## src/rtl/alu_seq_ctrl.sv

```systemverilog
// rtl/alu_seq_ctrl.sv - ALU execute-stage sequencer with background DIVU timing.
// Optional HI/LO read interlock against an in-flight divide: HILO_INTERLOCK_EN.
module alu_seq_ctrl #(
  parameter int DIV_CYCLES = 32
) (
  input  logic       clk,
  input  logic       reset,
  input  logic       req,
  input  logic [5:0] funct,
  output logic       ready,
  output logic [5:0] sel_out,
  output logic       done,
  output logic       err,
  output logic       div_start,
  output logic       div_busy,
  output logic       hilo_we
);

  localparam logic [5:0] F_AND  = 6'b100100;
  localparam logic [5:0] F_OR   = 6'b100101;
  localparam logic [5:0] F_ADD  = 6'b100000;
  localparam logic [5:0] F_SUB  = 6'b100010;
  localparam logic [5:0] F_SLT  = 6'b101010;
  localparam logic [5:0] F_SLL  = 6'b000000;
  localparam logic [5:0] F_DIVU = 6'b011011;
  localparam logic [5:0] F_MFHI = 6'b010000;
  localparam logic [5:0] F_MFLO = 6'b010010;
  localparam logic [5:0] SEL_ZERO = 6'b111111;

  localparam logic [7:0] CNT_LOAD = 8'(DIV_CYCLES - 1);

`ifdef HILO_INTERLOCK_EN
  localparam bit INTERLOCK = 1'b1;
`else
  localparam bit INTERLOCK = 1'b0;
`endif

  typedef enum logic {
    S_IDLE,
    S_RUN
  } div_state_t;

  div_state_t state, state_nx;
  logic [7:0] cnt, cnt_nx;

  logic is_divu;
  logic is_mf;
  logic supported;
  logic accept;
  logic accept_single;

  always_comb begin
    supported = 1'b0;
    case (funct)
      F_AND, F_OR, F_ADD, F_SUB, F_SLT, F_SLL,
      F_DIVU, F_MFHI, F_MFLO: supported = 1'b1;
      default:                supported = 1'b0;
    endcase
  end

  assign is_divu = (funct == F_DIVU);
  assign is_mf   = (funct == F_MFHI) || (funct == F_MFLO);

  assign div_busy = (state == S_RUN);

  // Only a second DIVU (and HI/LO reads when interlocked) must wait for the divider.
  assign ready = !div_busy || !(is_divu || (INTERLOCK && is_mf));

  assign accept        = req && ready;
  assign accept_single = accept && !is_divu;

  always_comb begin
    state_nx  = state;
    cnt_nx    = cnt;
    div_start = 1'b0;
    hilo_we   = 1'b0;
    case (state)
      S_IDLE: begin
        if (accept && is_divu) begin
          state_nx = S_RUN;
          cnt_nx   = CNT_LOAD;
        end
      end
      S_RUN: begin
        // Counter only sits at its load value in the first RUN cycle.
        div_start = (cnt == CNT_LOAD);
        if (cnt == 8'd0) begin
          hilo_we  = 1'b1;
          state_nx = S_IDLE;
        end else begin
          cnt_nx = cnt - 8'd1;
        end
      end
      default: begin
        state_nx = S_IDLE;
        cnt_nx   = 8'd0;
      end
    endcase
  end

  always_ff @(posedge clk) begin
    if (reset) begin
      state   <= S_IDLE;
      cnt     <= 8'd0;
      sel_out <= SEL_ZERO;
      done    <= 1'b0;
      err     <= 1'b0;
    end else begin
      state <= state_nx;
      cnt   <= cnt_nx;
      done  <= accept_single;
      err   <= accept_single && !supported;
      if (accept_single) begin
        sel_out <= supported ? funct : SEL_ZERO;
      end
    end
  end

endmodule

```

## config.mk

```make
export PLATFORM = sky130hd
export DESIGN_NAME = alu_seq_ctrl
export DESIGN_NICKNAME = d
export VERILOG_FILES = /design/src/rtl/alu_seq_ctrl.sv
export SDC_FILE = /design/constraint.sdc
export NUM_CORES = 1
export LEC_CHECK = 0
export ABC_AREA = 0
export BUFFER_PORTS_ARGS = -buffer_cell sky130_fd_sc_hd__clkbuf_2
export CORE_AREA = 2 2 57 49
export CTS_BUF_LIST = sky130_fd_sc_hd__clkbuf_8
export CTS_CLUSTER_SIZE = 28
export DETAILED_ROUTE_END_ITERATION = 10
export DIE_AREA = 0 0 59 51
export PLACE_DENSITY = 0.59
export SLEW_MARGIN = 15
export SYNTH_ARGS = -nofsm -noshare
export SYNTH_HDL_FRONTEND = slang
export SYNTH_SLANG_ARGS = --single-unit
```

## constraint.sdc

```tcl
create_clock -name clk -period 1.6 [get_ports clk]
set_input_delay 0.32 -clock clk [delete_from_list [all_inputs] [get_ports clk]]
set_output_delay 0.32 -clock clk [all_outputs]
set_load 0.05 [all_outputs]
```

## Word level (Yosys, flattened, before mapping)

Cells that the tools add are included.

| storage, ports and cells | value |
|---|---|
| flip-flop bits (word level) | 17 |
| input port bits | 9 |
| output and inout port bits | 12 |
| word-level logic and storage cells | 41 |

| operators by class | value |
|---|---|
| add/subtract/negate cells | 1 |
| equality and inequality tests | 11 |
| multiplexer cells | 11 |
| bitwise logic cells | 1 |
| reduce and logical (&&, ||, !) cells | 12 |

Operators with widths:

| operator | number |
|---|---|
| == test 6 bit (second input constant) | 5 |
| == test 6 x 5 -> 1 bit (second input constant) | 3 |
| 2-to-1 mux 8 bit | 2 |
| case mux 8 bit (2 select lines) | 1 |
| OR reduction 9 bit | 1 |
| == test 8 x 5 -> 1 bit (second input constant) | 1 |
| zero test 8 bit | 1 |
| subtractor 8 x 1 -> 8 bit (second input constant) | 1 |
| zero test 6 bit | 1 |
| 2-to-1 mux 1 bit | 6 |
| 2-to-1 mux 6 bit | 1 |
| logical AND 1 bit | 4 |
| != test 2 bit (second input constant) | 2 |
| zero test 1 bit | 3 |
| case mux 1 bit (2 select lines) | 1 |
| AND reduction 2 bit | 1 |
| logical OR 1 bit | 1 |
| inverter 1 bit | 1 |

## Longest topological paths before layout

Gate-level depths: netlist (run 1).

| depth | value |
|---|---|
| depth after elaboration | 7 |
| mapped depth | 7 |
| depth with buffers taken out | 7 |

## Worst setup path before layout (run 1)

No wires, ideal clock.

| path | value |
|---|---|
| path kind | register to register |
| start point | register state, in the netlist div_busy |
| end point | register cnt[0] |
| setup time | 0.115 ns |
| data arrival time | 1.988 ns |
| required time | 1.485 ns |
| setup slack | -0.503 ns |
| stages on the path, launching flop included | 6 |
| buffers on the path | 0 |
| clock period less this slack | 2.103 ns |
| path through | dfxtp_1 > or4bb_1 > or2_1 > inv_2 > nor2_1 > o21a_1 |

| between the ends | value |
|---|---|
| cells in the longest elaborated chain, start to end | 6 |
| elaborated cells on any way between the ends | 9 |
| those cells by class | 2 x eq/ne; 1 x mux; 1 x bitwise; 5 x reduce/logical |

Ends and longest elaborated chain:

| element | line | source |
|---|---|---|
| start: declaration | 43 | `div_state_t state, state_nx;` |
| start signal: assignment | 109 | `state <= state_nx;` |
| zero test 1 bit | 67 | `assign ready = !div_busy \|\| !(is_divu \|\| (INTERLOCK && is_mf));` |
| logical OR 1 bit | 67 |  |
| logical AND 1 bit | 69 | `assign accept = req && ready;` |
| logical AND 1 bit | 79 | `if (accept && is_divu) begin` |
| != test 2 bit (no line) | n/a |  |
| AND reduction 2 bit (no line) | n/a |  |
| end signal: assignment | 110 | `cnt <= cnt_nx;` |
| end: declaration | 44 | `logic [7:0] cnt, cnt_nx;` |

Several ways; a longest one is shown, not always the timed one.
A chain may end at the register's enable or synchronous reset.

## Worst setup path in the final report (run 1)

| path | value |
|---|---|
| start point | register cnt[0] |
| end point | output port hilo_we |

| between the ends | value |
|---|---|
| cells in the longest elaborated chain, start to end | 3 |

Ends and longest elaborated chain:

| element | line | source |
|---|---|---|
| zero test 8 bit | 87 | `if (cnt == 8'd0) begin` |
| 2-to-1 mux 1 bit | 87 |  |
| 2-to-1 mux 1 bit | 77 | `case (state)` |
| end: declaration | 16 | `output logic hilo_we` |

Every way passes these cells.

==> results_dict.tcl, run 1 <==
set metrics [dict create \
    rsz0062_at_grt "yes" \
    vias_per_cell 5.423 \
    period_minus_slack_ns 2.039 \
    drt_wl_total_um 2656 \
    holdBufCountCts 0 \
    tightest_slew_ns 0.5944 \
    slew_headroom_pct 59.85 \
    avgSynthCellArea_um2 8.665 \
    whs_ns 0.3752 \
    synth_area_um2 927.1 \
    synth.top_cells.by_count "17 x dfxtp_1, 15 x nor2_1, 6 x a21oi_1, 6 x nand2_1" \
    die_height_um 51 \
    vias 1025 \
    synthArstFlopShare_pct 0 \
    num_rows 17 \
    cts.clk_slew.worst_paths_ns 0.07 \
    ff2ff_setup_slack_ns -0.25 \
    syn-num-nets 119 \
    crit_fanout 2 \
    antenna_found_initial 0 \
    gr-total-overflow 0 \
    pwr-share-comb_pct 16.8 \
    clk-insertion-delay-late_ns 0.26 \
    path_buf_inv 3 \
    r2r_cells 9 \
    worstHoldStart "req" \
    synthToLayoutAreaGrowth_pct 57.62 \
    powerDensity_nw_per_um2 624.0 \
    num-fill-cells 228 \
    synth_top_area_share_pct 36.71 \
    synthesis.instances 107 \
    rr_endpoint "cnt[4]$_SDFFE_PP0P_" \
    diodes 0 \
    ys_seq_elements 17 \
    first_pass_iters 4 \
    synth_flop_cell "dfxtp_1" \
    cts_max_path_buffers 2 \
    slew_viol_final 0 \
    drive_gt1_share_pct 49.69 \
    switching_share_pct 26.58 \
    wire_per_inst_um 14.05 \
    drtAntennaViolNets 0 \
    drt-initial-drc-count 46 \
    final_hold_viol_count 0 \
    htreeDepth 1 \
    p_int_w 0.0006695 \
    place_congestion 0.8620 \
    synth_warnings 0 \
    crit_path_end_kind "primary output" \
    crit_family "simple AND/OR/NAND/NOR gates" \
    timing.max_cap.violations 0 \
    hold_class "in -> reg" \
    grt_usage_pct 18.55 \
    grt_max_degree 13 \
    violations "negative setup slack" \
    finalSetupViolCount 11 \
    drc 0 \
    port_buffers 20 \
    fmax_mhz 490.6 \
    core-area_um2 2510 \
    crit_path_top_delay_cell "or4bb_4" \
    setup_ws_ns -0.4385 \
    cts_tree "done" \
    ios 21 \
    crit_type "reg -> out" \
    status "finished with violations" \
    post-route-period-util_pct 127.4 \
    critical_path.max_stage_delay_ns 0.45 \
    rr_startpoint "cnt[0]$_SDFFE_PP0P_" \
    total_power_w 0.0009118 \
    path_cells "inv_2 -> ha_4 -> or4bb_4 -> or2_4 -> inv_8 -> clkbuf_16" \
    min_delay_path_depth 2 \
    final_util_pct 58.23 \
    worst_setup_path_start_kind "flip-flop" \
    initial_core_util_pct 36.94 \
    root_buffer "clkbuf_8" \
    synthDistinctLibCells 37 \
    cts_buffers 3 \
    ys_seq_area_share_pct 36.71 \
    yosys-top-cells-area "dfxtp_1 37%, nor2_1 6.1%, ha_1 4.0%" \
    vdd_ir_drop_max_v 0.0004058 \
    cts.sinks 17 \
    die_x_um 59 \
    synth_most_common_cell "dfxtp_1" \
    hpwl_um 1870 \
    critPathArrivalTime_ns 1.72 \
    netlist.top_cell.by_area "dfxtp_1" \
    final_cells 189 \
    grt_pass1_vias 917 \
    post-place-cells 176 \
    synth_edf_count 0 \
    cp.required_ns 1.28 \
    hold-path-endpoint "sel_out[2]$_SDFFE_PP1P_" \
    register_area_um2 346.6 \
    grt_pass1_wl_um 4202 \
    clock_power_share_pct 35.5 \
    seqPwrFrac_pct 47.7 \
    p_sw_w 0.0002423 \
    multi_input_area_um2 610.6 \
    final_nets 174 \
    skew_ns 0.005998 \
    leakagePower_nw 0.6528 \
    dieArea_um2 3009 \
]
## worst reg2reg max path, delay by kind of cell (launching register included)
| family | cells | cell delay (ns) |
|---|---|---|
| AND/OR/NAND/NOR | 2 | 0.72 |
| adder cells (fa/ha/maj) | 1 | 0.13 |
| buffers and inverters | 4 | 0.37 |
| AO/OA/AOI/OAI | 2 | 0.21 |
| flip-flops | 1 | 0.32 |
## per-stage QoR
step                      setup slack (ns)  TNS, ns  instance area (um^2)
after floorplan                   -0.08702  -0.4379                 943.4
after global placement             -0.1887  -0.7114                  1240
after detailed placement           -0.2119  -0.9782                  1240
after CTS                          -0.3873   -1.651                  1358
after global routing               -0.4792   -2.963                  1461
final                              -0.4385   -2.488                  1461
## cells by family after synthesis
logic type,Yosys count,synth area share (%)
adders and majority gates,3,4.049
DFF,17,36.71
AOI/OAI and AO/OA,34,27.53
and+or+nand+nor,45,27.66
buffers and inverters,8,4.048
## power groups by stage
stage               logic (W)  clock network (W)  registers [W]
detailed placement   0.000139                  0       0.000444
global placement     0.000137                  0       0.000444
CTS                  0.000143           0.000330       0.000435
global route         0.000167           0.000350       0.000436
finish               0.000153           0.000324       0.000435
floorplan           0.0000567                  0       0.000466
## layout make-up
cell class	instances	share of cell area, %
Tap cell	28	2.397
Inverter	5	1.798
Clock inverter	1	0.3425
Multi-Input combinational cell	82	41.78
Timing Repair Buffer	53	27.14
Sequential cell	17	23.72
Clock buffer	3	2.825
## how the worst max path moves through the flow
stage	from	endpoint	slack, ns	depth (start not counted)
after floorplan	div_busy$_SDFF_PP0_	cnt[0]$_SDFFE_PP0P_	-0.09	5
after global placement	cnt[1]$_SDFFE_PP0P_	hilo_we	-0.19	6
after detailed placement	cnt[1]$_SDFFE_PP0P_	hilo_we	-0.21	6
after CTS	cnt[0]$_SDFFE_PP0P_	hilo_we	-0.39	6
after global routing	cnt[0]$_SDFFE_PP0P_	hilo_we	-0.48	6
final	cnt[0]$_SDFFE_PP0P_	hilo_we	-0.44	6
## layer usage
metal  up-vias  share of wire, %  GRT usage (%)  wire (um)
li1        514                 -              -          -
met1       481                46          26.00       1230
met2        26                47          27.78       1243
met3         4               6.3          5.316        166
met4         0              0.53          4.545         14
met5         -                 0              0          0
## repair_timing
item / in CTS / in global routing
cloned: 1 / 0
resized for setup: 14 / 14
pin swaps: 4 / 5
buffers inserted: 3 / 6
endpoints found under the setup margin: 8 / 11
## cell usage in the layout, fill, tap and decap left out, types with 3 or more instances in the layout
| cell type | count |
|---|---|
| nand2_1 | 6 |
| o22a_1 | 3 |
| a21oi_1 | 5 |
| nor3_1 | 3 |
| buf_6 | 5 |
| clkbuf_8 | 3 |
| nor2_1 | 14 |
| a31oi_1 | 3 |
| nand2b_1 | 3 |
| a41oi_1 | 3 |
| buf_4 | 28 |
| dfxtp_1 | 14 |
| clkbuf_2 | 18 |
| o21a_1 | 4 |
## sequential cells by signal, summed over array words and instances (netlist names)
register,count
div_busy,1
sel_out,6
cnt,8
done,1
err,1
(Power assumes the default switching activity.)
==> run 2, diff against run 1 <==
--- a/config.mk
+++ b/config.mk
@@ -12,7 +12,8 @@
 export CTS_CLUSTER_SIZE = 28
 export DETAILED_ROUTE_END_ITERATION = 10
 export DIE_AREA = 0 0 59 51
-export PLACE_DENSITY = 0.59
+export PLACE_DENSITY = 0.57
+export SKIP_CTS_REPAIR_TIMING = 1
 export SLEW_MARGIN = 15
 export SYNTH_ARGS = -nofsm -noshare
 export SYNTH_HDL_FRONTEND = slang
==> constraint.sdc (replaced) <==
create_clock -name clk -period 2.5 [get_ports clk]
set_input_delay 0.5 -clock clk [delete_from_list [all_inputs] [get_ports clk]]
set_output_delay 0.5 -clock clk [all_outputs]
set_load 0.05 [all_outputs]
==> run 2 against run 1 <==
Core utilization decreased by 14 points. Clock power decreased by 39%. Clock-buffer cell count unchanged. Global-route usage decreased by 2.5 points. Combinational power decreased by 53%. Critical path depth unchanged. Register-to-register slack improved by 0.90 ns. Sequential power decreased by 36%. Power decreased by 40%. Worst hold slack improved by 0.11 ns. Highest routed layer unchanged. First-iteration DRC count decreased by 59%. Wire length decreased by 24%. The flow now finishes without violations.
==> results_dict.tcl, run 2 (same netlist as run 1, synthesis figures left out) <==
set metrics [dict create \
    status "finished, final reports clean" \
    cp.required_ns 2.00 \
    final_cells 157 \
    min_delay_path_depth 1 \
    initial_core_util_pct 36.94 \
    drc 0 \
    num_rows 17 \
    period_minus_slack_ns 2.364 \
    post-route-period-util_pct 94.54 \
    first_pass_iters 4 \
    cts_tree "done" \
    vdd_ir_drop_max_v 0.0002248 \
    htreeDepth 1 \
    final_hold_viol_count 0 \
    gr-total-overflow 0 \
    cts_buffers 3 \
    vias 880 \
    crit_start "cnt[0]$_SDFFE_PP0P_" \
    design_area_um2 1102 \
    synthToLayoutAreaGrowth_pct 18.89 \
    rr_startpoint "cnt[0]$_SDFFE_PP0P_" \
    dieArea_um2 3009 \
    hold_class "reg -> reg" \
    place_congestion 0.7345 \
    root_buffer "clkbuf_8" \
    ff2ff_setup_slack_ns 0.65 \
    ios 21 \
    r2r_cells 7 \
    critPathArrivalTime_ns 1.86 \
    grt_pass1_wl_um 3629 \
    clk-insertion-delay-late_ns 0.25 \
    layout_commonest_cell "clkbuf_2" \
    drtAntennaViolNets 0 \
    slew_headroom_pct 58.54 \
    post-place-cells 153 \
    die_x_um 59 \
    antenna_found_initial 0 \
    crit_path_end_kind "primary output" \
    endpoint "hilo_we" \
    slew_viol_final 0 \
    drt-initial-drc-count 19 \
    drive_gt1_share_pct 24.03 \
    die_height_um 51 \
    diodes 0 \
    largest_reg_flops 8 \
    grt_usage_pct 16.02 \
    setup_tns_ns 0 \
    drt_wl_total_um 2029 \
    top_register "cnt" \
    place_area_um2 1051 \
    timing.max_cap.violations 0 \
    crit_fanout 10 \
    skew_ns 0.003091 \
    leakagePower_nw 0.4754 \
    finalSetupViolCount 0 \
    fmax_mhz 423.1 \
    cts.sinks 17 \
    mostFrequentLayoutCells "19 x clkbuf_2, 17 x dfxtp_1, 15 x nor2_1, 6 x nand2_1, 6 x a21oi_1" \
    hpwl_um 1557 \
    cts.clk_slew.worst_paths_ns 0.06 \
    final_nets 142 \
    wire_per_inst_um 12.92 \
    tightest_slew_ns 0.6138 \
    worstHoldStart "sel_out[3]$_SDFFE_PP1P_" \
    crit_type "reg -> out" \
    grt_pass1_vias 824 \
    rsz0062_at_grt "no" \
    port_buffers 20 \
    grt_max_degree 13 \
    vias_per_cell 5.605 \
    rr_endpoint "cnt[7]$_SDFFE_PP0P_" \
    cts_max_path_buffers 2 \
    core-area_um2 2510 \
    powerDensity_nw_per_um2 498.8 \
    worst_setup_path_start_kind "flip-flop" \
    top_regs "cnt (8), sel_out (6)" \
    whs_ns 0.4881 \
    total_power_w 0.0005498 \
]
-- run 2: how the worst min path moves through the flow --
stage | end | slack, ns
final | sel_out[3]$_SDFFE_PP1P_ | 0.49
after global placement | sel_out[5]$_SDFFE_PP1P_ | 0.47
after global routing | sel_out[0]$_SDFFE_PP1P_ | 0.51
after detailed placement | sel_out[3]$_SDFFE_PP1P_ | 0.48
after floorplan | cnt[7]$_SDFFE_PP0P_ | 0.46
after CTS | sel_out[3]$_SDFFE_PP1P_ | 0.50
-- run 2: routing by layer --
layer	part of all wire, %	GRT usage (%)	up-vias
li1	-	-	450
met1	52	21.00	410
met2	43	22.96	16
met3	4.2	6.076	4
met4	1.5	7.576	0
met5	0	0	-
-- run 2: area by class of cell --
type	count	area (um^2)
Fill cell	248	1408
Clock buffer	3	41.29
Multi-Input combinational cell	82	549.3
Clock inverter	1	3.754
Tap cell	28	35.03
Timing Repair Buffer	21	113.9
Inverter	5	18.77
Sequential cell	17	340.3
-- run 2: power breakdown --
part	internal, W	total (W)	switching, W
clock network	0.000109	0.000197	0.0000878
registers	0.000277	0.000280	0.00000375
logic	0.0000255	0.0000726	0.0000471
total	0.000411	0.000550	0.000139
-- run 2: critical path: stages, from the launching register on --
cell and delay (ns):
dfxtp_1 0.36, inv_1 0.10, ha_1 0.13, or4bb_1 0.42, or2_1 0.27, inv_2 0.16
buf_6 0.18
-- run 2: per-stage QoR --
step | setup WS, ns | util, %
final | 0.1364 | 43.92
after global routing | 0.02582 | 43.92
after CTS | 0.01899 | 43.67
after detailed placement | 0.3020 | 41.87
after global placement | 0.3344 | 41.87
after floorplan | 0.2830 | -
==> run 3, diff against run 2 <==
--- a/config.mk
+++ b/config.mk
@@ -7,12 +7,14 @@
 export LEC_CHECK = 0
 export ABC_AREA = 0
 export BUFFER_PORTS_ARGS = -buffer_cell sky130_fd_sc_hd__clkbuf_2
+export CELL_PAD_IN_SITES_DETAIL_PLACEMENT = 0
+export CELL_PAD_IN_SITES_GLOBAL_PLACEMENT = 1
 export CORE_AREA = 2 2 57 49
 export CTS_BUF_LIST = sky130_fd_sc_hd__clkbuf_8
 export CTS_CLUSTER_SIZE = 28
 export DETAILED_ROUTE_END_ITERATION = 10
 export DIE_AREA = 0 0 59 51
-export PLACE_DENSITY = 0.57
+export PLACE_DENSITY = 0.74
 export SKIP_CTS_REPAIR_TIMING = 1
 export SLEW_MARGIN = 15
 export SYNTH_ARGS = -nofsm -noshare
==> constraint.sdc (replaced) <==
create_clock -name clk -period 2.3 [get_ports clk]
set_input_delay 0.46 -clock clk [delete_from_list [all_inputs] [get_ports clk]]
set_output_delay 0.46 -clock clk [all_outputs]
set_load 0.05 [all_outputs]
==> run 3 against run 2 <==
Worst setup slack lost 0.038 ns. Die area unchanged. Critical endpoint unchanged. Non-clock buffer count rose by 1.
==> results_dict.tcl, run 3 (same netlist as run 1, synthesis figures left out) <==
set metrics [dict create \
    place_ws_ns 0.2426 \
    hold_class "reg -> reg" \
    setup_tns_ns 0 \
    mostFrequentLayoutCells "19 x clkbuf_2, 15 x nor2_1, 15 x dfxtp_1, 6 x nand2_1, 6 x a21oi_1" \
    crit_fanout 6 \
    crit_path_top_delay_cell "or4bb_4" \
    rr_endpoint "cnt[7]$_SDFFE_PP0P_" \
    drtAntennaViolNets 0 \
    seqPwrFrac_pct 50.5 \
    worst_setup_path_start_kind "flip-flop" \
    cp.required_ns 1.84 \
    grt_pass1_wl_um 3477 \
    top_regs "cnt (8), sel_out (6)" \
    clock_power_share_pct 36.3 \
    post-route-period-util_pct 95.73 \
    tightest_slew_ns 0.5632 \
    synthToLayoutAreaGrowth_pct 21.19 \
    vdd_ir_drop_max_v 0.0002918 \
    period_minus_slack_ns 2.202 \
    rsz0062_at_grt "no" \
    ios 21 \
    rr_startpoint "cnt[0]$_SDFFE_PP0P_" \
    cts_tree "done" \
    wire_per_inst_um 12.96 \
    setup_ws_ns 0.09828 \
    worstHoldStart "sel_out[5]$_SDFFE_PP1P_" \
    cts_max_path_buffers 2 \
    die_x_um 59 \
    critPathArrivalTime_ns 1.74 \
    layout_commonest_cell "clkbuf_2" \
    ff2ff_setup_slack_ns 0.44 \
    dieArea_um2 3009 \
    crit_start "cnt[0]$_SDFFE_PP0P_" \
    finalSetupViolCount 0 \
    die_height_um 51 \
    grt_max_degree 13 \
    drt_wl_total_um 2047 \
    initial_core_util_pct 36.94 \
    core-area_um2 2510 \
    skew_ns 0.004612 \
    final_nets 143 \
    grt_pass1_vias 785 \
    vias_per_cell 5.570 \
    r2r_cells 8 \
    root_buffer "clkbuf_8" \
    critical_path.max_stage_delay_ns 0.46 \
    crit_path_end_kind "primary output" \
    drc 0 \
    crit_family "simple AND/OR/NAND/NOR gates" \
    largest_reg_flops 8 \
    port_buffers 20 \
    antenna_found_initial 0 \
    clk-insertion-delay-late_ns 0.25 \
    leakagePower_nw 0.4857 \
    place_congestion 0.8359 \
    endpoint "hilo_we" \
    powerDensity_nw_per_um2 536.8 \
    htreeDepth 1 \
    path_buf_inv 3 \
    p_int_w 0.0004490 \
    switching_share_pct 25.56 \
    cts_buffers 3 \
    timing.max_cap.violations 0 \
    drt-initial-drc-count 28 \
    top_register "cnt" \
    p_sw_w 0.0001541 \
    fmax_mhz 454.2 \
    hpwl_um 1555 \
    num_rows 17 \
    crit_type "reg -> out" \
    pwr-share-comb_pct 13.1 \
    cts.clk_slew.worst_paths_ns 0.07 \
    drive_gt1_share_pct 28.46 \
    diodes 0 \
    cp.depth 6 \
    slew_headroom_pct 61.96 \
    first_pass_iters 4 \
    status "finished, final reports clean" \
    grt_usage_pct 14.87 \
    vias 880 \
    cts.sinks 17 \
    gr-total-overflow 0 \
    path_cells "inv_1 -> ha_1 -> or4bb_4 -> or2_4 -> inv_2 -> buf_8" \
    slew_viol_final 0 \
    final_hold_viol_count 0 \
]
==> run 3: how the worst min path moves through the flow <==
stage	to	cells past startpoint
floorplan	cnt[7]$_SDFFE_PP0P_	2
global placement	sel_out[5]$_SDFFE_PP1P_	1
detailed placement	sel_out[5]$_SDFFE_PP1P_	1
CTS	sel_out[5]$_SDFFE_PP1P_	1
global route	sel_out[3]$_SDFFE_PP1P_	1
finish	sel_out[5]$_SDFFE_PP1P_	1
==> run 3: power by group through the flow <==
stage	logic [W]	registers (W)	clock network, W
5_1_grt	0.0000873	0.000305	0.000239
4_1_cts	0.0000788	0.000304	0.000230
6_report	0.0000793	0.000305	0.000219
3_5_place_dp	0.0000785	0.000311	0
2_1_floorplan	0.0000390	0.000325	0
3_3_place_gp	0.0000791	0.000311	0
==> run 3: stage by stage <==
stage	instances	power [W]	instance area [um^2]	util, %	hold slack [ns]
6_report	158	0.0006031	1124	44.77	0.4818
5_1_grt	158	0.0006313	1124	44.77	0.5161
4_1_cts	158	0.0006131	1105	44.02	0.4886
2_1_floorplan	107	0.0003639	927.1	-	0.4557
3_3_place_gp	154	0.0003901	1059	42.17	0.4701
3_5_place_dp	154	0.0003896	1059	42.17	0.4714
==> run 3: layout make-up <==
cell class | instances | area (um^2)
Sequential cell | 17 | 342.8
Fill cell | 256 | 1386
Clock inverter | 1 | 5.005
Clock buffer | 3 | 41.29
Tap cell | 28 | 35.03
Inverter | 5 | 18.77
Timing Repair Buffer | 22 | 125.1
Multi-Input combinational cell | 82 | 555.5
==> run 3: layer usage <==
layer / share of wire, % / track usage (%)
met5: 0 / 0
met4: 0.44 / 2.273
met3: 4.9 / 4.810
met2: 40 / 20.93
met1: 54 / 22.22
==> run 3: worst register-to-register path: stages (launching register included) <==
cell	delay (ns)
dfxtp_2	0.37
inv_1	0.07
ha_1	0.18
or4bb_4	0.21
or2_4	0.12
inv_2	0.04
buf_4	0.15
or4_1	0.50
a21oi_1	0.14
